$ cat config.mk
export PLATFORM = sky130hd
export DESIGN_NAME = approx_dot_accum_flat
export DESIGN_NICKNAME = d
export VERILOG_FILES = /design/src/rtl/approx_mac_pkg.sv /design/src/rtl/approx_dot_accum_if.sv /design/src/rtl/approx_acc_ctrl.sv /design/src/rtl/approx_dot_accum.sv /design/src/flat_wrapper.sv
export SDC_FILE = /design/constraint.sdc
export NUM_CORES = 1
export LEC_CHECK = 0
export ABC_AREA = 1
export CAP_MARGIN = 20
export CORE_ASPECT_RATIO = 1.2
export CORE_MARGIN = 1.5
export CORE_UTILIZATION = 45
export DETAILED_ROUTE_END_ITERATION = 6
export GPL_TIMING_DRIVEN = 1
export PLACE_DENSITY = 0.69
export SYNTH_ARGS = -nofsm -noshare
export SYNTH_HDL_FRONTEND = slang
export SYNTH_SLANG_ARGS = --single-unit
$ cat constraint.sdc
create_clock -name clk -period 3.8 [get_ports clk]
set_input_delay 0.57 -clock clk [delete_from_list [all_inputs] [get_ports clk]]
set_output_delay 0.57 -clock clk [all_outputs]
set_load 0.1 [all_outputs]
$ cat src/rtl/approx_mac_pkg.sv
// Shared types and constants for the approximate MAC accumulator path.
// The APPROX_COMP_BIAS_EN build macro decides whether COMP_BIAS is applied.
package approx_mac_pkg;

  typedef enum logic [1:0] {
    ST_IDLE  = 2'd0,
    ST_ACCUM = 2'd1,
    ST_HOLD  = 2'd2
  } state_e;

  localparam logic [15:0] COMP_BIAS = 16'd127;

  // Wide enough that LEN full-scale products plus bias can never wrap.
  function automatic int acc_width(input int prod_w, input int len);
    return prod_w + $clog2(len) + 1;
  endfunction

endpackage

$ cat src/rtl/approx_dot_accum_if.sv
// Product input stream and result output stream of approx_dot_accum.
// Handshake: a beat moves on a rising edge where valid && ready; once raised,
// valid and its payload hold until that edge, and ready never depends on valid.
interface approx_dot_accum_if #(
  parameter int PROD_W = 16,
  parameter int LEN    = 8,
  parameter int ACC_W  = approx_mac_pkg::acc_width(PROD_W, LEN)
);
  localparam int CNT_W = $clog2(LEN) + 1;

  logic              in_valid;
  logic              in_ready;
  logic [PROD_W-1:0] in_prod;
  logic              in_last;
  logic              out_valid;
  logic              out_ready;
  logic [ACC_W-1:0]  out_sum;
  logic [CNT_W-1:0]  out_cnt;

  modport master (
    output in_valid, in_prod, in_last, out_ready,
    input  in_ready, out_valid, out_sum, out_cnt
  );

  modport slave (
    input  in_valid, in_prod, in_last, out_ready,
    output in_ready, out_valid, out_sum, out_cnt
  );
endinterface

$ cat src/rtl/approx_acc_ctrl.sv
// Vector FSM and beat counter: decides when a beat is taken, when the vector
// closes and when the held result is released.
module approx_acc_ctrl
  import approx_mac_pkg::*;
#(
  parameter int LEN   = 8,
  parameter int CNT_W = $clog2(LEN) + 1
) (
  input  logic             clk,
  input  logic             rst_n,
  input  logic             i_clr,
  input  logic             i_in_valid,
  input  logic             i_in_last,
  input  logic             i_out_ready,
  output logic             o_in_ready,
  output logic             o_load,
  output logic             o_first,
  output logic             o_close,
  output logic [CNT_W-1:0] o_cnt_next,
  output logic             o_out_valid,
  output state_e           o_state
);

  state_e           r_state;
  logic [CNT_W-1:0] r_cnt;
  logic             r_out_valid;
  logic [CNT_W-1:0] w_cnt_next;
  logic             w_accepting;

  // Ready comes from state alone, so no input-to-ready combinational path.
  assign w_accepting = (r_state != ST_HOLD);
  assign w_cnt_next  = (r_state == ST_IDLE) ? CNT_W'(1) : r_cnt + CNT_W'(1);

  assign o_in_ready  = w_accepting;
  assign o_first     = (r_state == ST_IDLE);
  assign o_load      = i_in_valid && w_accepting && !i_clr;
  assign o_close     = o_load && (i_in_last || (w_cnt_next == CNT_W'(LEN)));
  assign o_cnt_next  = w_cnt_next;
  assign o_out_valid = r_out_valid;
  assign o_state     = r_state;

  always_ff @(posedge clk or negedge rst_n) begin
    if (!rst_n) begin
      r_state     <= ST_IDLE;
      r_cnt       <= '0;
      r_out_valid <= 1'b0;
    end else if (i_clr) begin
      r_state     <= ST_IDLE;
      r_cnt       <= '0;
      r_out_valid <= 1'b0;
    end else begin
      unique case (r_state)
        ST_IDLE, ST_ACCUM: begin
          if (i_in_valid) begin
            r_cnt <= w_cnt_next;
            if (o_close) begin
              r_state     <= ST_HOLD;
              r_out_valid <= 1'b1;
            end else begin
              r_state <= ST_ACCUM;
            end
          end
        end
        ST_HOLD: begin
          if (i_out_ready) begin
            r_state     <= ST_IDLE;
            r_cnt       <= '0;
            r_out_valid <= 1'b0;
          end
        end
        default: begin
          r_state     <= ST_IDLE;
          r_cnt       <= '0;
          r_out_valid <= 1'b0;
        end
      endcase
    end
  end

endmodule

$ cat src/rtl/approx_dot_accum.sv
// Sums up to LEN approximate products per vector and presents the dot product.
// Define APPROX_COMP_BIAS_EN to add COMP_BIAS to every product term.
module approx_dot_accum
  import approx_mac_pkg::*;
#(
  parameter int PROD_W = 16,
  parameter int LEN    = 8,
  parameter int ACC_W  = acc_width(PROD_W, LEN)
) (
  input  logic              clk,
  input  logic              rst_n,
  input  logic              clr,
  approx_dot_accum_if.slave bus,
  output state_e            o_state
);

  localparam int CNT_W = $clog2(LEN) + 1;

  logic [ACC_W-1:0] r_acc;
  logic [ACC_W-1:0] r_sum;
  logic [CNT_W-1:0] r_out_cnt;

  logic             w_in_ready;
  logic             w_load;
  logic             w_first;
  logic             w_close;
  logic [CNT_W-1:0] w_cnt_next;
  logic             w_out_valid;
  logic [ACC_W-1:0] w_term;
  logic [ACC_W-1:0] w_acc_next;

  approx_acc_ctrl #(
    .LEN   (LEN),
    .CNT_W (CNT_W)
  ) u_ctrl (
    .clk         (clk),
    .rst_n       (rst_n),
    .i_clr       (clr),
    .i_in_valid  (bus.in_valid),
    .i_in_last   (bus.in_last),
    .i_out_ready (bus.out_ready),
    .o_in_ready  (w_in_ready),
    .o_load      (w_load),
    .o_first     (w_first),
    .o_close     (w_close),
    .o_cnt_next  (w_cnt_next),
    .o_out_valid (w_out_valid),
    .o_state     (o_state)
  );

`ifdef APPROX_COMP_BIAS_EN
  assign w_term = ACC_W'(bus.in_prod) + ACC_W'(COMP_BIAS);
`else
  assign w_term = ACC_W'(bus.in_prod);
`endif

  // A vector's first beat restarts from zero instead of the stale sum.
  assign w_acc_next = (w_first ? '0 : r_acc) + w_term;

  always_ff @(posedge clk or negedge rst_n) begin
    if (!rst_n) begin
      r_acc     <= '0;
      r_sum     <= '0;
      r_out_cnt <= '0;
    end else if (clr) begin
      r_acc <= '0;
    end else if (w_load) begin
      r_acc <= w_acc_next;
      if (w_close) begin
        r_sum     <= w_acc_next;
        r_out_cnt <= w_cnt_next;
      end
    end
  end

  assign bus.in_ready  = w_in_ready;
  assign bus.out_valid = w_out_valid;
  assign bus.out_sum   = r_sum;
  assign bus.out_cnt   = r_out_cnt;

endmodule

$ cat src/flat_wrapper.sv
// flat-port wrapper written by rule: the top's interface ports become plain ports
module approx_dot_accum_flat import approx_mac_pkg::*;
#(
  parameter int PROD_W = 16,
  parameter int LEN    = 8,
  parameter int ACC_W  = acc_width(PROD_W, LEN)
)
  (clk, rst_n, clr, o_state, bus_in_valid, bus_in_prod, bus_in_last, bus_out_ready, bus_in_ready, bus_out_valid, bus_out_sum, bus_out_cnt);
  approx_dot_accum_if #(.PROD_W(PROD_W), .LEN(LEN), .ACC_W(ACC_W)) bus_i ();
  input  logic clk;
  input  logic rst_n;
  input  logic clr;
  output state_e o_state;
  input wire logic [$bits(bus_i.in_valid)-1:0] bus_in_valid;
  input wire logic [$bits(bus_i.in_prod)-1:0] bus_in_prod;
  input wire logic [$bits(bus_i.in_last)-1:0] bus_in_last;
  input wire logic [$bits(bus_i.out_ready)-1:0] bus_out_ready;
  output wire logic [$bits(bus_i.in_ready)-1:0] bus_in_ready;
  output wire logic [$bits(bus_i.out_valid)-1:0] bus_out_valid;
  output wire logic [$bits(bus_i.out_sum)-1:0] bus_out_sum;
  output wire logic [$bits(bus_i.out_cnt)-1:0] bus_out_cnt;
  assign bus_i.in_valid = bus_in_valid;
  assign bus_i.in_prod = bus_in_prod;
  assign bus_i.in_last = bus_in_last;
  assign bus_i.out_ready = bus_out_ready;
  assign bus_in_ready = bus_i.in_ready;
  assign bus_out_valid = bus_i.out_valid;
  assign bus_out_sum = bus_i.out_sum;
  assign bus_out_cnt = bus_i.out_cnt;
  approx_dot_accum #(.PROD_W(PROD_W), .LEN(LEN), .ACC_W(ACC_W)) u_core (.clk(clk), .rst_n(rst_n), .clr(clr), .bus(bus_i), .o_state(o_state));
endmodule
==> results_dict.tcl <==
set metrics [dict create \
    cts_tree "done" \
    tns_ns 0 \
    port_buffers 49 \
    end_kind "flop" \
    antenna_left 0 \
    die_y_um 95.8 \
    ys_seq_elements 51 \
    crit_arrival_ns 2.99 \
    ys_types 30 \
    min_path_type "in -> async" \
    fin_crit_ns 2.79 \
    drc 0 \
    viasPerCell 5.09 \
    hold_viol 0 \
    n_antenna_cell 0 \
    drtPass1Iterations 5 \
    cp.required_ns 4.00 \
    htreeDepth 2 \
    cts_resized 0 \
    rsz0062_at_grt "no" \
    post_cts_buffers 0 \
    ir_drop_v 0.000277 \
    synthCells 454 \
    grt_pass1_wl_mm 13.5 \
    place_area_mm2 0.00378 \
    vias 3020 \
    outcome "finished, final reports clean" \
    detail_route.wl_per_cell_um 13.2 \
    routed_wl_mm 7.84 \
    place_hpwl_mm 6.01 \
    clkTransAtPathRegs_ns 0.11 \
    drive_above_1_share 0.0534 \
    finalSetupViolCount 0 \
    dieWidth_um 80.3 \
    finClkSkew_ns 0.0129 \
    stdcell_area_mm2 0.00388 \
    fin_crit_sh 0.734 \
    synthToLayoutAreaGrowth_pct 20.2 \
    syn_nets 494 \
    ioPinCount 50 \
    maxCapViolations 0 \
    cts_sinks 51 \
    fmax_ghz 0.358 \
    cts_made_buffers 5 \
    grt_max_degree 36 \
    layout.nets 545 \
    core_area_mm2 0.00690 \
    clk-insertion-delay-late_ns 0.31 \
    dieArea_mm2 0.00770 \
    cts_hold_buffers 0 \
    clk_path_buf_depth 2 \
    gp_congestion 0.962 \
    grtUsageTotal 0.222 \
    maxSlewViolCount 0 \
    critical_path_class "reg -> reg" \
    grt_pass1_vias 2961 \
    power_density_mw_per_mm2 465 \
    drt_iter0_drc 107 \
    grt_overflow 0 \
    netlist_area_mm2 0.00323 \
    initial_core_util 0.469 \
    antenna_found_initial 0 \
    placementRows 33 \
    finalPower_mw 1.81 \
    tightest_slew_ns 0.990 \
    p_leak_nw 2.06 \
    slew_headroom 0.338 \
    worstPathMaxFanout 18 \
    root_buffer "clkbuf_8" \
    ys_seq_area_frac 0.395 \
    start_kind "flop" \
    yosys_warnings 0 \
    hold_slack_ns 0.325 \
    avgSynthCellArea_um2 7.12 \
]
[area by class of cell]
type | count | area [µm²]
multi-input combinational | 328 | 1640
clock inverter | 3 | 28.8
timing repair buffer | 52 | 508
sequential | 51 | 1280
fill | 667 | 3010
clock buffer | 5 | 68.8
inverter | 67 | 256
tap | 87 | 109
[stage by stage]
| step | setup WS [ns] | utilization | cells |
|---|---|---|---|
| after floorplan | 1.07 | - | 454 |
| after CTS | 1.02 | 0.563 | 593 |
| after global routing | 0.758 | 0.563 | 593 |
| after global placement | 1.12 | 0.549 | 585 |
| after detailed placement | 1.04 | 0.549 | 585 |
| final | 1.01 | 0.563 | 593 |
[flip-flops by register name, summed over array words and instances, names as in the netlist]
name and flops:
u_core.u_ctrl.o_state 2, u_core.u_ctrl.r_cnt 4, u_core.u_ctrl.o_out_valid 1, u_core.bus.out_sum 20, u_core.r_acc 20, u_core.bus.out_cnt 4
[worst paths after layout]
| path | from | to | slack (ns) | cells after the start |
|---|---|---|---|---|
| setup / recovery | u_core.u_ctrl.o_state[1]$_DFFE_PN0P_ | u_core.r_acc[16]$_DFFE_PN0P_ | 1.01 | 12 |
| hold / removal | rst_n | u_core.r_acc[13]$_DFFE_PN0P_ | 0.32 | 1 |
| setup reg to reg | u_core.u_ctrl.o_state[1]$_DFFE_PN0P_ | u_core.r_acc[16]$_DFFE_PN0P_ | 1.01 | 12 |
| hold reg to reg | u_core.bus.out_sum[15]$_DFFE_PN0P_ | u_core.bus.out_sum[15]$_DFFE_PN0P_ | 0.48 | 2 |
| max in group asynchronous | rst_n | u_core.bus.out_sum[15]$_DFFE_PN0P_ | 2.74 | 2 |
| min in group clk | u_core.bus.out_sum[15]$_DFFE_PN0P_ | u_core.bus.out_sum[15]$_DFFE_PN0P_ | 0.48 | 2 |
[power breakdown]
| group | switching (mW) | internal (mW) |
|---|---|---|
| combinational | 0.613 | 0.199 |
| clock | 0.206 | 0.137 |
| sequential | 0.0381 | 0.614 |
| total | 0.857 | 0.950 |
[metal layers]
metal / vias to the layer above / track usage / routed length [µm] / share of wire
met4: 0 / 0.0302 / 53 / 0.0068
met3: 6 / 0.0284 / 315 / 0.040
met5: - / 0 / 0 / 0
li1: 1518 / - / - / -
met1: 1421 / 0.285 / 3590 / 0.46
met2: 75 / 0.405 / 3880 / 0.49
[synthesized netlist by cell type]
library cell / count / area, µm²
buf_2: 2 / 10.0
nor3_1: 1 / 5.00
a21boi_0: 1 / 7.51
nand2_4: 1 / 11.3
o21bai_2: 1 / 11.3
o21ai_1: 5 / 25.0
nand3_1: 31 / 155
buf_8: 1 / 15.0
inv_2: 2 / 7.51
xnor2_1: 2 / 17.5
dfrtp_1: 51 / 1280
inv_1: 64 / 240
and2_1: 1 / 6.26
buf_6: 2 / 22.5
nand2_1: 164 / 616
xor2_1: 8 / 70.1
fa_1: 1 / 20.0
ha_1: 17 / 213
nand2_2: 2 / 12.5
o22ai_1: 11 / 68.8
nand3_2: 6 / 60.1
o21ai_0: 16 / 80.1
a21oi_1: 13 / 65.1
nor2_1: 42 / 158
inv_6: 1 / 8.76
nor2_2: 2 / 12.5
clkbuf_1: 2 / 7.51
o21bai_1: 2 / 15.0
buf_4: 1 / 7.51
nand4_1: 1 / 6.26
[cells in the final DEF, fill, tap and decap left out]
cell type        count
dfrtp_1             51
nor2_2               2
a21boi_0             1
o21bai_1             2
inv_2                2
o22ai_1             11
fa_1                 1
nor3_1               1
clkinv_4             2
a21oi_1             13
ha_1                17
nand3_2              6
o21ai_0             16
inv_8                1
clkbuf_8             5
buf_4                3
nor2_1              42
nand4_1              1
o21ai_1              5
inv_6                1
buf_2                1
and2_1               1
clkdlybuf4s50_1     48
nand2_1            164
nand3_1             31
inv_1               64
xor2_1               8
xnor2_1              2
o21bai_2             1
nand2_2              2
nand2_4              1
[worst max-delay path, cell delays in order, from the launching register on]
cell and delay (ns):
dfrtp_1 0.45, nor2_2 0.63, nor2_1 0.09, ha_1 0.25, fa_1 0.44, nand3_1 0.11, nand3_1 0.13, nand2_1 0.11
nand2_1 0.10, nand3_1 0.10, nand3_1 0.10, nand3_1 0.10, nand2_1 0.05
[kinds of logic (layout without fill, tap and decap cells)]
kind of cell / count (synthesis) / after routing / synth area share
fa+ha+maj: 18 / 18 / 0.0720
buf+inv: 75 / 127 / 0.0988
flops: 51 / 51 / 0.395
simple gates: 251 / 251 / 0.323
xor+xnor: 10 / 10 / 0.0271
compound gates: 49 / 49 / 0.0844
Power figures use the tool's default switching activity.
